<file path="src/rtl/ssd_scan_driver.sv">
// Multi-digit common-anode seven-segment scan driver with per-frame shadow
// buffering, anti-ghost dead time, optional hex glyphs and leading-zero blanking.
module ssd_scan_driver #(
    parameter int NUM_DIGITS   = 4,
    parameter int SCAN_CYCLES  = 50000,
    parameter int BLANK_CYCLES = 2,
    parameter int HEX_MODE     = 0,
    parameter int LZ_BLANK     = 0
) (
    input  logic                    clk,
    input  logic                    rst_n,
    input  logic                    en,
    input  logic [4*NUM_DIGITS-1:0] value,
    input  logic [NUM_DIGITS-1:0]   dp_in,
    output logic [6:0]              seg,
    output logic                    dp,
    output logic [NUM_DIGITS-1:0]   an,
    output logic                    frame_done
);

    localparam int PW = (SCAN_CYCLES > 1) ? $clog2(SCAN_CYCLES) : 1;
    localparam int IW = (NUM_DIGITS > 1) ? $clog2(NUM_DIGITS) : 1;
    localparam logic [PW-1:0] P_LAST  = PW'(SCAN_CYCLES - 1);
    localparam logic [PW-1:0] P_BLANK = PW'(BLANK_CYCLES);
    localparam logic [IW-1:0] I_LAST  = IW'(NUM_DIGITS - 1);

    logic [PW-1:0]           pcnt;
    logic [IW-1:0]           idx;
    logic [4*NUM_DIGITS-1:0] shadow;
    logic [NUM_DIGITS-1:0]   dp_shadow;

    logic                    wrap;
    logic                    reload;
    logic [3:0]              cur_code;
    logic                    cur_dp;
    logic                    cur_live;
    logic                    acc;
    logic [NUM_DIGITS-1:0]   sel;
    logic                    blank;
    logic [NUM_DIGITS-1:0]   an_nxt;
    logic [6:0]              seg_nxt;
    logic                    dp_nxt;

    function automatic logic [6:0] decode(input logic [3:0] code);
        logic [6:0] s;
        case (code)
            4'h0:    s = 7'b0000001;
            4'h1:    s = 7'b1001111;
            4'h2:    s = 7'b0010010;
            4'h3:    s = 7'b0000110;
            4'h4:    s = 7'b1001100;
            4'h5:    s = 7'b0100100;
            4'h6:    s = 7'b0100000;
            4'h7:    s = 7'b0001111;
            4'h8:    s = 7'b0000000;
            4'h9:    s = 7'b0000100;
            4'hA:    s = 7'b0001000;
            4'hB:    s = 7'b1100000;
            4'hC:    s = 7'b0110001;
            4'hD:    s = 7'b1000010;
            4'hE:    s = 7'b0110000;
            default: s = 7'b0111000;
        endcase
        if (HEX_MODE == 0 && code > 4'h9) s = 7'b1111111;
        return s;
    endfunction

    assign wrap   = en && (pcnt == P_LAST);
    assign reload = wrap && (idx == I_LAST);

    // Walk from the top digit down so acc means "this digit or any above is non-zero".
    always_comb begin
        acc      = 1'b0;
        cur_code = 4'd0;
        cur_dp   = 1'b0;
        cur_live = 1'b1;
        sel      = '0;
        for (int k = NUM_DIGITS - 1; k >= 0; k--) begin
            acc = acc | (shadow[4*k +: 4] != 4'd0);
            if (idx == IW'(k)) begin
                sel[k]   = 1'b1;
                cur_code = shadow[4*k +: 4];
                cur_dp   = dp_shadow[k];
                cur_live = acc || (k == 0);
            end
        end
        blank   = !en || (pcnt < P_BLANK) || ((LZ_BLANK != 0) && !cur_live);
        an_nxt  = '1;
        seg_nxt = 7'b1111111;
        dp_nxt  = 1'b1;
        if (!blank) begin
            an_nxt  = ~sel;
            seg_nxt = decode(cur_code);
            dp_nxt  = ~cur_dp;
        end
    end

    always_ff @(posedge clk or negedge rst_n) begin
        if (!rst_n) begin
            pcnt       <= '0;
            idx        <= '0;
            shadow     <= '0;
            dp_shadow  <= '0;
            frame_done <= 1'b0;
            an         <= '1;
            seg        <= 7'b1111111;
            dp         <= 1'b1;
        end else begin
            if (en) pcnt <= wrap ? '0 : pcnt + 1'b1;
            if (wrap) idx <= (idx == I_LAST) ? '0 : idx + 1'b1;
            if (reload) begin
                shadow    <= value;
                dp_shadow <= dp_in;
            end
            frame_done <= reload;
            an         <= an_nxt;
            seg        <= seg_nxt;
            dp         <= dp_nxt;
        end
    end

endmodule
</file>
<file path="config.mk">
export PLATFORM = sky130hd
export DESIGN_NAME = ssd_scan_driver
export DESIGN_NICKNAME = d
export VERILOG_FILES = /design/src/rtl/ssd_scan_driver.sv
export SDC_FILE = /design/constraint.sdc
export NUM_CORES = 1
export LEC_CHECK = 0
export CORE_ASPECT_RATIO = 0.5
export CORE_MARGIN = 5
export CORE_UTILIZATION = 58
export CTS_CLUSTER_SIZE = 16
export DETAILED_ROUTE_END_ITERATION = 8
export PLACE_DENSITY = 0.93
export SKIP_LAST_GASP = 1
export SLEW_MARGIN = 20
export SYNTH_ARGS = -nofsm -noshare
export SYNTH_HDL_FRONTEND = slang
export SYNTH_SLANG_ARGS = --single-unit
</file>
<file path="constraint.sdc">
create_clock -name clk -period 6.5 [get_ports clk]
set_clock_uncertainty 0.05 [all_clocks]
set_input_delay 0.975 -clock clk [delete_from_list [all_inputs] [get_ports clk]]
set_output_delay 0.975 -clock clk [all_outputs]
set_load 0.02 [all_outputs]
</file>
Word level (Yosys, flattened, before mapping)
Memories as Yosys holds them, arrays and structs flattened.
Cells that the tools add are included.
{"block": "classes", "n_eq_ne": 4, "n_mux": 18, "reduce_logical": 5, "n_addsub": 2, "bitwise": 2, "magnitude_cmp": 2}
{"op": "$mux W4", "n": 5}
{"op": "$add A16 B1 Y16 const B", "n": 1}
{"op": "$eq A16 B16 Y1 const B", "n": 1}
{"op": "$lt A16 B2 Y1 const B", "n": 1}
{"op": "$mux W16", "n": 1}
{"op": "$mux W7", "n": 2}
{"op": "$mux W1", "n": 9}
{"op": "$eq A2 B2 Y1 const B", "n": 2}
{"op": "$gt A4 B4 Y1 const B", "n": 1}
{"op": "$not A4 Y4", "n": 1}
{"op": "$add A2 B1 Y2 const B", "n": 1}
{"op": "$eq A2 B1 Y1 const B", "n": 1}
{"op": "$logic_and A1 B1 Y1", "n": 2}
{"op": "$logic_not A2 Y1", "n": 1}
{"op": "$mux W2", "n": 1}
{"op": "$logic_not A1 Y1", "n": 1}
{"op": "$logic_or A1 B1 Y1", "n": 1}
{"op": "$not A1 Y1", "n": 1}
{"block": "totals", "rom_bits": 112, "ff_bits": 51, "elab_cells": 42, "mem_count": 1, "input_bits": 23}
{"name": "(name not given)", "words": 16, "width": 7, "rd": 1, "rd_clocked_by_memory_dff": 0, "write_ports": 0, "line": "46", "text": "case (code)"}

Longest topological paths before layout
Gate-level depths: netlist of the first run.
{"block": "logic_depth", "depth_word": 8, "depth_mapped": 12, "mapped_depth_nobuf": 11}

Worst setup path before layout of the first run
OpenSTA, ideal clock, no wires.
{"block": "synth_path", "path_kind": "input to register", "startpoint": "input port en", "endpoint": "register dp_shadow[0]", "t_required_ns": 6.325, "path_buffers": 2, "slack_ns": 4.050, "t_arrival_ns": 2.275, "cell_stages": 6, "cell_sequence": "buf_2 > nand4_1 > nor4_4 > nand2_2 > buf_6 > mux2_4"}
{"block": "synth_via", "elab_chain_len": 2}
{"item": "from (decl)", "line": "12", "text": "input logic en,"}
{"item": "$logic_and A1 B1 Y1", "line": "68", "text": "assign wrap = en && (pcnt == P_LAST);"}
{"item": "$logic_and A1 B1 Y1", "line": "69", "text": "assign reload = wrap && (idx == I_LAST);"}
{"item": "to (signal assigned)", "line": "113", "text": "dp_shadow <= dp_in;"}
{"item": "to (decl)", "line": "30", "text": "logic [NUM_DIGITS-1:0] dp_shadow;"}
Every way passes these cells.
A chain may end at the register's enable or synchronous reset.

Final worst setup path of the first run
Same ends and word-level chain as after synthesis.

==> results by group, run 1 <==
Routing
  – Antenna-violating nets left: 0
  – Remaining DRCs: 0
  – WL per Instance: 16.37 um
  – Pre-antenna DRT Iters: 4
  – Final WL: 5.206 mm
  – DRT iter0 DRCs: 80
  – Via/cell ratio: 5.836
  – Via count: 1856

CTS
  – Sink Count: 51
  – TritonCTS Buffers: 5
  – Post-CTS setup buffers: 0
  – CTS tree: done
  – Longest Clk Path Bufs: 2
  – Clock Root Buffer: clkbuf_8
  – Clk slew on worst S/H paths: 90 ps
  – CTS H-tree depth: 2
  – CTS Hold Bufs: 0
  – Worst-Skew Late Latency: 300 ps
  – Post-CTS resize count: 0

Cells and area
  – Post-route cell area: 3043 um^2
  – Layout cell share with drive strength beyond 1: 0.1609
  – Layout area overhead: 18.75%
  – Antenna cells: 0
  – Commonest cells after routing, fill and taps aside: dfrtp_1, clkdlybuf4s50_1, nand2_1
  – FILL cells: 302
  – Commonest non-fill, non-tap cell in the layout: dfrtp_1
  – NumNets Final: 295

Power
  – Seq pwr share: 0.536
  – Sw power: 192.3 uW
  – Gate power share: 0.170
  – Internal: 527.5 uW
  – Switching Fraction: 0.2672
  – Peak supply drop: 0.1109 mV
  – Leak Pwr: 0.001400 uW
  – Clock network fraction of total power: 0.294
  – PwrDens: 236.5 nW/um^2

Timing
  – Fin. max-slew vios: 0
  – Total negative slack: 0 ps
  – Final Hold Viols: 0
  – Final Setup Violations: 0
  – Final worst path period need: 3538 ps
  – Unrepaired setup endpoints after global routing: false
  – Worst Tran Pin Value: 713.3 ps
  – Slew headroom: 0.5209
  – Fin crit share: 0.5443
  – Max Fclk: 282.7 MHz

Worst setup path
  – WP data required: 6630 ps
  – Max Fanout on Critical Path: 21
  – Crit end category: flop
  – Reg2reg path depth: 5
  – Element type at the critical path start: input pin
  – Arrival time of the worst setup path: 3660 ps
  – Critical path type: in2reg

Synthesis
  – Post-Synthesis Cells: 225
  – Post-synth cell types: 39
  – Mapped Nets: 260
  – Sequential share of the synthesized area: 0.5039
  – Yosys warns: 0
  – Cell Area, Synth: 2562 um^2
  – FF+latch count, synth: 51
  – Synth Area per Inst: 11.39 um^2

Placed design
  – GPL Wtd Cong: 0.9139
  – I/O Buffers: 35
  – Final HPWL from detailed placement: 3.626 mm
  – Area post-placement: 2934 um^2

Global routing
  – Grt ovf: 0
  – Initial antenna violation count: 0
  – Tot GR Track Use: 0.1841
  – Global-route wire length before repair: 8.859 mm
  – Vias in the first global route: 1869
  – Largest net degree at the start of global routing: 52

Min path
  – Hold Path Depth: 1
  – Hold Crit Class: reg2reg

Run status
  – Outcome: completed

Job
  – Max-cap violations: 0

Floorplanning
  – Initial Util: 0.5905
  – Die Area: 5928 um^2
  – Chip width: 104 um
  – Num ports: 36
  – Core footprint: 4339 um^2
  – Die height: 57 um
  – Row count: 17
per-stage QoR:
| stage | setup WS [ps] | std cells | hold WS (ps) | total power, uW | utilization |
|---|---|---|---|---|---|
| after CTS | 3005 | 318 | 470.0 | 723.3 | 0.7007 |
| after global placement | 2868 | 310 | 431.0 | 506.4 | 0.6762 |
| after floorplan | 4050 | 225 | 409.6 | 454.4 | - |
| after global routing | 2779 | 318 | 485.1 | 757.2 | 0.7013 |
| after detailed placement | 2705 | 310 | 435.6 | 513.3 | 0.6762 |
| final | 2962 | 318 | 472.5 | 719.8 | 0.7013 |
per-layer routing:
layer	share of wire	vias up	track usage
li1	-	856	-
met1	0.41	920	0.2143
met2	0.52	69	0.3397
met3	0.053	11	0.04859
met4	0.016	0	0.05535
met5	0	-	0
kinds of logic after synthesis:
group	count (synthesis)	synth area share
xor+xnor	13	0.04443
buf+inv	18	0.03369
flops	51	0.5039
simple gates	72	0.1397
compound gates	38	0.09962
fa+ha+maj	12	0.05859
mux	21	0.1201
flip-flops by register name, summed over array words and instances (netlist names):
| signal | cells |
|---|---|
| pcnt | 16 |
| shadow | 16 |
| seg | 7 |
| an | 4 |
| dp_shadow | 4 |
| idx | 2 |
| dp | 1 |
| frame_done | 1 |
power by group through the flow:
stage          Sequential [uW]  Clock (uW)  Combinational, uW
6_report                   385         212                123
5_1_grt                    390         231                136
4_1_cts                    384         215                123
3_5_place_dp               390           0                123
3_3_place_gp               387           0                119
2_1_floorplan              399           0               55.7
final timing paths:
check | end | slack [ps] | startpoint
min in group asynchronous | pcnt[0]$_DFFE_PN0P_ | 630 | rst_n
max reg2reg | dp_shadow[0]$_DFFE_PN0P_ | 3630 | pcnt[1]$_DFFE_PN0P_
min reg2reg | shadow[2]$_DFFE_PN0P_ | 470 | shadow[2]$_DFFE_PN0P_
min | shadow[2]$_DFFE_PN0P_ | 470 | shadow[2]$_DFFE_PN0P_
max | dp_shadow[0]$_DFFE_PN0P_ | 2960 | en
max in group asynchronous | shadow[11]$_DFFE_PN0P_ | 5340 | rst_n
Yosys cell counts, drive strengths merged:
cell | number | share of area
o211ai | 1 | 0.0029
o21ai | 9 | 0.018
xor2 | 5 | 0.017
o21a | 3 | 0.0088
a211o | 1 | 0.0034
nand2b | 2 | 0.0049
nand4 | 3 | 0.0073
a221oi | 2 | 0.0068
and2 | 2 | 0.0049
nor4b | 1 | 0.0034
buf | 5 | 0.015
mux2 | 21 | 0.12
a221o | 3 | 0.012
or2 | 1 | 0.0024
clkbuf | 2 | 0.0029
o22a | 2 | 0.0068
nor3 | 6 | 0.012
nor4 | 4 | 0.016
nor2b | 2 | 0.0049
and3 | 3 | 0.0073
nand2 | 21 | 0.032
a31oi | 1 | 0.0024
nor2 | 15 | 0.022
a211oi | 4 | 0.012
a21oi | 7 | 0.014
dfrtp | 39 | 0.38
a21o | 1 | 0.0029
xnor2 | 8 | 0.027
ha | 12 | 0.059
a22oi | 1 | 0.0029
dfstp | 12 | 0.12
o31ai | 1 | 0.0029
o22ai | 2 | 0.0049
nand3 | 12 | 0.023
inv | 11 | 0.016
worst max-delay path, cell delays in order:
cell             delay [ps]
clkdlybuf4s50_1         630
nand4_1                 280
nor4_4                  720
nand2_2                 590
mux2_4                  470
cell type report:
class                   instances  area [um^2]  share of cell area
well taps                      57        71.32             0.02344
flip-flops and latches         51         1291              0.4243
repair buffers                 35        347.8              0.1143
multi-input cells             156         1185              0.3894
clock buffers                   7        76.32             0.02508
clock inverters                 1        30.03            0.009868
inverters                      11        41.29             0.01357
(Power assumes the default switching activity.)
==> run 2, diff against run 1 <==
Settings changed: CORE_UTILIZATION 58 to 54, PLACE_DENSITY 0.93 to 0.88.
Clock period 6.5 ns to 3.4 ns, I/O delays scaled along.
==> results by group, run 2 (synthesis gave the netlist of run 1 again) <==
Worst setup path
  – Cell chain of the critical path: inv_1 > ha_1 > nor2b_1 > a221o_1 > and2_1 > inv_1 > ha_1 > nor2_1 > a21oi_1 > and3_1 > o21ai_0 (was clkdlybuf4s50_1 > nand4_1 > nor4_4 > nand2_2 > mux2_4)
  – WP data required: 3580 ps (was 6630 ps)
  – Critical path type: reg2reg (was in2reg)
  – Worst path max stage delay: 420 ps (was 720 ps)
  – Arrival time of the worst setup path: 3010 ps (was 3660 ps)
  – Worst path slowest cell: dfrtp_1 (was nor4_4)
  – Element type at the critical path start: flop (was input pin)
  – Crit end category: flop (unchanged)
  – Max Fanout on Critical Path: 8 (was 21)

Placed design
  – Final HPWL from detailed placement: 3.607 mm (was 3.626 mm)
  – GPL Wtd Cong: 0.8957 (was 0.9139)
  – Setup WS pre-CTS: 507.9 ps (was 2705 ps)
  – I/O Buffers: 35 (unchanged)

Run status
  – Outcome: completed (unchanged)

Floorplanning
  – Core footprint: 4488 um^2 (was 4339 um^2)
  – Die height: 58.71 um (was 57 um)
  – Initial Util: 0.5710 (was 0.5905)
  – Die Area: 6307 um^2 (was 5928 um^2)
  – Num ports: 36 (unchanged)
  – Row count: 17 (unchanged)
  – Chip width: 107.4 um (was 104 um)

Routing
  – WL per Instance: 15.38 um (was 16.37 um)
  – Via count: 1779 (was 1856)
  – Final WL: 5.044 mm (was 5.206 mm)
  – Via/cell ratio: 5.424 (was 5.836)
  – Remaining DRCs: 0 (unchanged)
  – Pre-antenna DRT Iters: 5 (was 4)
  – DRT iter0 DRCs: 80 (unchanged)
  – Antenna-violating nets left: 0 (unchanged)

Timing
  – Max Fclk: 353.2 MHz
  – Total negative slack: 0 ps (unchanged)
  – Final Setup Violations: 0 (unchanged)
  – Fin. max-slew vios: 0 (unchanged)
  – Final Hold Viols: 0 (unchanged)
  – Slew headroom: 0.5547 (was 0.5209)
  – Fin crit share: 0.8327
  – Worst Tran Pin Value: 665.7 ps (was 713.3 ps)
  – Unrepaired setup endpoints after global routing: false (unchanged)
  – Final worst path period need: 2831 ps
  – Final worst slack: 568.9 ps (was 2962 ps)

CTS
  – Sink Count: 51 (unchanged)
  – Clock Root Buffer: clkbuf_8 (unchanged)
  – TritonCTS Buffers: 5 (unchanged)
  – Longest Clk Path Bufs: 2 (unchanged)
  – Clk slew on worst S/H paths: 90 ps (about the same)
  – CTS H-tree depth: 2 (unchanged)
  – Post-CTS resize count: 0 (unchanged)
  – Worst-Skew Late Latency: 300 ps (about the same)
  – CTS tree: done (unchanged)
  – CTS Hold Bufs: 0 (unchanged)
  – Post-CTS setup buffers: 0 (unchanged)

Min path
  – Hold Crit Class: in2async (was reg2reg)

Global routing
  – Vias in the first global route: 1777 (was 1869)
  – Global-route wire length before repair: 8.514 mm (was 8.859 mm)
  – Tot GR Track Use: 0.1749 (was 0.1841)
  – Largest net degree at the start of global routing: 52 (unchanged)
  – Grt ovf: 0 (unchanged)
  – Initial antenna violation count: 0 (unchanged)

Power
  – PwrDens: 476.1 nW/um^2 (was 236.5 nW/um^2)
  – Leak Pwr: 0.001417 uW (was 0.001400 uW)
  – Peak supply drop: 0.2202 mV (was 0.1109 mV)

Cells and area
  – Commonest cells after routing, fill and taps aside: dfrtp_1, clkdlybuf4s50_1, nand2_1 (unchanged)
  – Layout cell share with drive strength beyond 1: 0.1718 (was 0.1609)
  – NumNets Final: 296 (was 295)
  – Layout area overhead: 20.65% (was 18.75%)
  – Regs by FF count: pcnt: 16 flops, shadow: 16 flops, seg: 7 flops (unchanged)
  – Commonest non-fill, non-tap cell in the layout: dfrtp_1 (unchanged)
  – Fin util: 0.6889 (was 0.7013)
  – Antenna cells: 0 (unchanged)

Job
  – Max-cap violations: 0 (unchanged)
[run 2: path summary, 6_finish.rpt]
kind	from	endpoint	slack, ps	depth (start not counted)
max	idx[0]$_DFFE_PN0P_	seg[6]$_DFF_PN1_	570	11
min	rst_n	frame_done$_DFF_PN0_	160	1
max reg2reg	idx[0]$_DFFE_PN0P_	seg[6]$_DFF_PN1_	570	11
min reg2reg	pcnt[13]$_DFFE_PN0P_	pcnt[13]$_DFFE_PN0P_	460	1
max in group asynchronous	rst_n	pcnt[13]$_DFFE_PN0P_	2710	1
min in group clk	pcnt[13]$_DFFE_PN0P_	pcnt[13]$_DFFE_PN0P_	460	1
[run 2: per-stage QoR]
stage | total power, uW | cells | hold WS (ps) | instance area [um^2]
after CTS | 1482 | 328 | 383.4 | 3089
after global placement | 965.6 | 320 | 426.5 | 2953
after global routing | 1547 | 328 | 207.5 | 3092
after detailed placement | 983.4 | 320 | 432.7 | 2953
after floorplan | 868.8 | 225 | 164.4 | 2562
final | 1472 | 328 | 156.4 | 3092
[run 2: power breakdown]
group	internal, uW	total, uW	switching (uW)	leakage (uW)
logic	112	240	128	0.000702
registers	677	738	60.8	0.000651
clock network	293	494	200	0.0000644
total	1080	1470	390	0.00142
[run 2: layer usage]
layer | share of wire | up-vias | GRT usage
li1 | - | 859 | -
met1 | 0.46 | 857 | 0.2314
met2 | 0.47 | 53 | 0.2880
met3 | 0.048 | 10 | 0.04162
met4 | 0.015 | 0 | 0.05935
met5 | 0 | - | 0
[run 2: area by class of cell]
class | count | area [um^2]
Fill cell | 324 | 1396
Multi-Input combinational cell | 156 | 1185
Clock buffer | 5 | 68.82
Sequential cell | 51 | 1291
Tap cell | 66 | 82.58
Inverter | 11 | 41.29
Timing Repair Buffer | 36 | 355.3
Clock inverter | 3 | 67.56
[run 2: critical path, delay by kind of cell (launching register included)]
kind,cells,cell delay [ps]
adder cells (fa/ha/maj),2,560
flip-flops,1,420
AO/OA/AOI/OAI,3,490
AND/OR/NAND/NOR,4,1000
buffers and inverters,2,220
==> run 3, diff against run 2 <==
Settings changed: CORE_UTILIZATION 54 to 49, PLACE_DENSITY 0.88 to 0.85.
Clock period 3.4 ns to 2.3 ns, I/O delays scaled along.
==> results by group, run 3 (synthesis gave the netlist of run 1 again) <==
Run status
  – Outcome: complete, but fails checks (was completed)
  – Failing checks: negative setup slack

Routing
  – Remaining DRCs: 0 (unchanged)
  – Pre-antenna DRT Iters: 4 (was 5)
  – Via/cell ratio: 5.506 (was 5.424)
  – DRT iter0 DRCs: 103 (was 80)
  – WL per Instance: 17.07 um (was 15.38 um)
  – Antenna-violating nets left: 0 (unchanged)
  – Final WL: 6.044 mm (was 5.044 mm)
  – Via count: 1949 (was 1779)

Global routing
  – Grt ovf: 0 (unchanged)
  – Largest net degree at the start of global routing: 36 (was 52)
  – Global-route wire length before repair: 8.921 mm (was 8.514 mm)
  – Initial antenna violation count: 0 (unchanged)
  – Tot GR Track Use: 0.1642 (was 0.1749)
  – Vias in the first global route: 1914 (was 1777)

Cells and area
  – Fin util: 0.6717 (was 0.6889)
  – Antenna cells: 0 (unchanged)
  – NumNets Final: 318 (was 296)
  – Commonest cells after routing, fill and taps aside: dfrtp_1, clkdlybuf4s50_1, buf_4 (was dfrtp_1, clkdlybuf4s50_1, nand2_1)
  – Layout area overhead: 31.05% (was 20.65%)
  – Regs by FF count: pcnt: 16 flops, shadow: 16 flops, seg: 7 flops (unchanged)
  – Layout cell share with drive strength beyond 1: 0.3099 (was 0.1718)
  – Commonest non-fill, non-tap cell in the layout: dfrtp_1 (unchanged)
  – Post-route cell area: 3358 um^2 (was 3092 um^2)

Worst setup path
  – Crit end category: flop (unchanged)
  – Worst path slowest cell: dfrtp_1 (unchanged)
  – Worst path max stage delay: 430 ps (was 420 ps)
  – Max Fanout on Critical Path: 6 (was 8)
  – WP data required: 2470 ps (was 3580 ps)
  – Reg-to-Reg Start: idx[0]$_DFFE_PN0P_ (unchanged)
  – FF-to-FF setup slack: -90 ps (was 570 ps)
  – Cell chain of the critical path: inv_2 > ha_4 > or2_1 > a221o_1 > and2_4 > buf_4 > ha_1 > nor3_2 > a211oi_2 > o21ai_1 (was inv_1 > ha_1 > nor2b_1 > a221o_1 > and2_1 > inv_1 > ha_1 > nor2_1 > a21oi_1 > and3_1 > o21ai_0)
  – Element type at the critical path start: flop (unchanged)
  – Critical path type: reg2reg (unchanged)
  – Arrival time of the worst setup path: 2560 ps (was 3010 ps)
  – Worst r2r dst: seg[2]$_DFF_PN1_ (was seg[6]$_DFF_PN1_)
  – Reg2reg path depth: 10 (was 11)

Power
  – Clock network fraction of total power: 0.306 (was 0.335)
  – Switching Fraction: 0.2698 (was 0.2646)
  – Total power: 2084 uW (was 1472 uW)
  – Sw power: 562.5 uW (was 389.5 uW)
  – Internal: 1522 uW (was 1082 uW)
  – Gate power share: 0.170 (was 0.163)
  – Seq pwr share: 0.524 (was 0.502)
  – PwrDens: 620.7 nW/um^2 (was 476.1 nW/um^2)
  – Peak supply drop: 0.2641 mV (was 0.2202 mV)
  – Leak Pwr: 0.001536 uW (was 0.001417 uW)

CTS
  – Longest Clk Path Bufs: 2 (unchanged)
  – Worst-Skew Late Latency: 310 ps (was 300 ps)
  – Clk slew on worst S/H paths: 90 ps (about the same)
  – CTS H-tree depth: 2 (unchanged)
  – Sink Count: 51 (unchanged)
  – CTS tree: done (unchanged)
  – TritonCTS Buffers: 5 (unchanged)
  – CTS Hold Bufs: 0 (unchanged)
  – Clock Root Buffer: clkbuf_8 (unchanged)

Placed design
  – Setup WS pre-CTS: -92.70 ps (was 507.9 ps)
  – GPL Wtd Cong: 0.8596 (was 0.8957)
  – Area post-placement: 3093 um^2 (was 2953 um^2)
  – Final HPWL from detailed placement: 3.847 mm (was 3.607 mm)
  – I/O Buffers: 35 (unchanged)

Timing
  – Unrepaired setup endpoints after global routing: true (was false)
  – Max Fclk: 418.5 MHz (was 353.2 MHz)
  – Fin crit share: 1.039 (was 0.8327)
  – Slew headroom: 0.4935 (was 0.5547)
  – Final worst path period need: 2390 ps (was 2831 ps)
  – Final Hold Viols: 0 (unchanged)
  – Worst Tran Pin Value: 759.7 ps (was 665.7 ps)
  – Final worst slack: -89.65 ps (was 568.9 ps)
  – Final Setup Violations: 3 (was 0)
  – Fin. max-slew vios: 0 (unchanged)

Floorplanning
  – Die Area: 6864 um^2 (was 6307 um^2)
  – Initial Util: 0.5125 (was 0.5710)
  – Row count: 18 (was 17)
  – Core footprint: 5000 um^2 (was 4488 um^2)
  – Die height: 61.14 um (was 58.71 um)
  – Chip width: 112.3 um (was 107.4 um)
  – Num ports: 36 (unchanged)

Job
  – Max-cap violations: 0 (unchanged)

Min path
  – Hold Crit Class: in2async (unchanged)
run 3: changes by cell type in the layout (fill, tap and decap cells not counted), sizes merged:
cell	change
buf	+22
bufinv	-1
clkbuf	+1
clkinv	+1
clkinvlp	-1
run 3: final cells by class:
cell class,instances,area [um^2]
clock buffers,6,82.58
inverters,11,41.29
multi-input cells,156,1290
well taps,70,87.58
fillers,351,1642
repair buffers,58,530.5
clock inverters,2,35.03
flip-flops and latches,51,1291
run 3: worst max-delay path, delay by kind of cell (launching register included):
kind | cells | cell delay (ps)
simple gates | 3 | 620
compound gates | 3 | 540
flops | 1 | 430
fa+ha+maj | 2 | 410
buf+inv | 2 | 240
run 3: timing repair:
| item | in CTS | in global routing |
|---|---|---|
| resized for setup | 13 | 17 |
| pin swaps | 0 | 6 |
| buffers inserted | 4 | 2 |
| endpoints found under the hold margin | 0 | 0 |
| setup endpoints to repair | 7 | 7 |
run 3: power by group through the flow:
stage,clock (uW),sequential [uW],combinational [uW]
after floorplan,0,1130,157
after global placement,0,1100,338
after detailed placement,0,1100,351
after CTS,644,1090,353
after global routing,685,1100,389
final,639,1090,355
run 3: per-layer routing:
metal  wire [um]  vias to the layer above  global-route usage
met2        2984                       81              0.3091
met5           0                        -                   0
met3         302                       17             0.03925
met4         201                        0             0.05137
met1        2555                      948              0.1933
li1            -                      903                   -
run 3: how the worst max path moves through the flow:
stage	start	endpoint	cells past startpoint
6_report	idx[0]$_DFFE_PN0P_	seg[2]$_DFF_PN1_	10
5_1_grt	idx[0]$_DFFE_PN0P_	seg[2]$_DFF_PN1_	10
4_1_cts	idx[0]$_DFFE_PN0P_	seg[0]$_DFF_PN1_	11
3_5_place_dp	idx[0]$_DFFE_PN0P_	seg[6]$_DFF_PN1_	11
3_3_place_gp	idx[0]$_DFFE_PN0P_	seg[2]$_DFF_PN1_	10
2_1_floorplan	idx[0]$_DFFE_PN0P_	seg[6]$_DFF_PN1_	11
run 3: through the flow:
step,cells,setup TNS [ps],hold slack (ps)
3_3_place_gp,340,0,384.8
6_report,354,-238.3,47.16
2_1_floorplan,225,0,-0.5911
3_5_place_dp,340,-293.7,400.7
5_1_grt,354,-412.4,112.4
4_1_cts,352,0,74.99
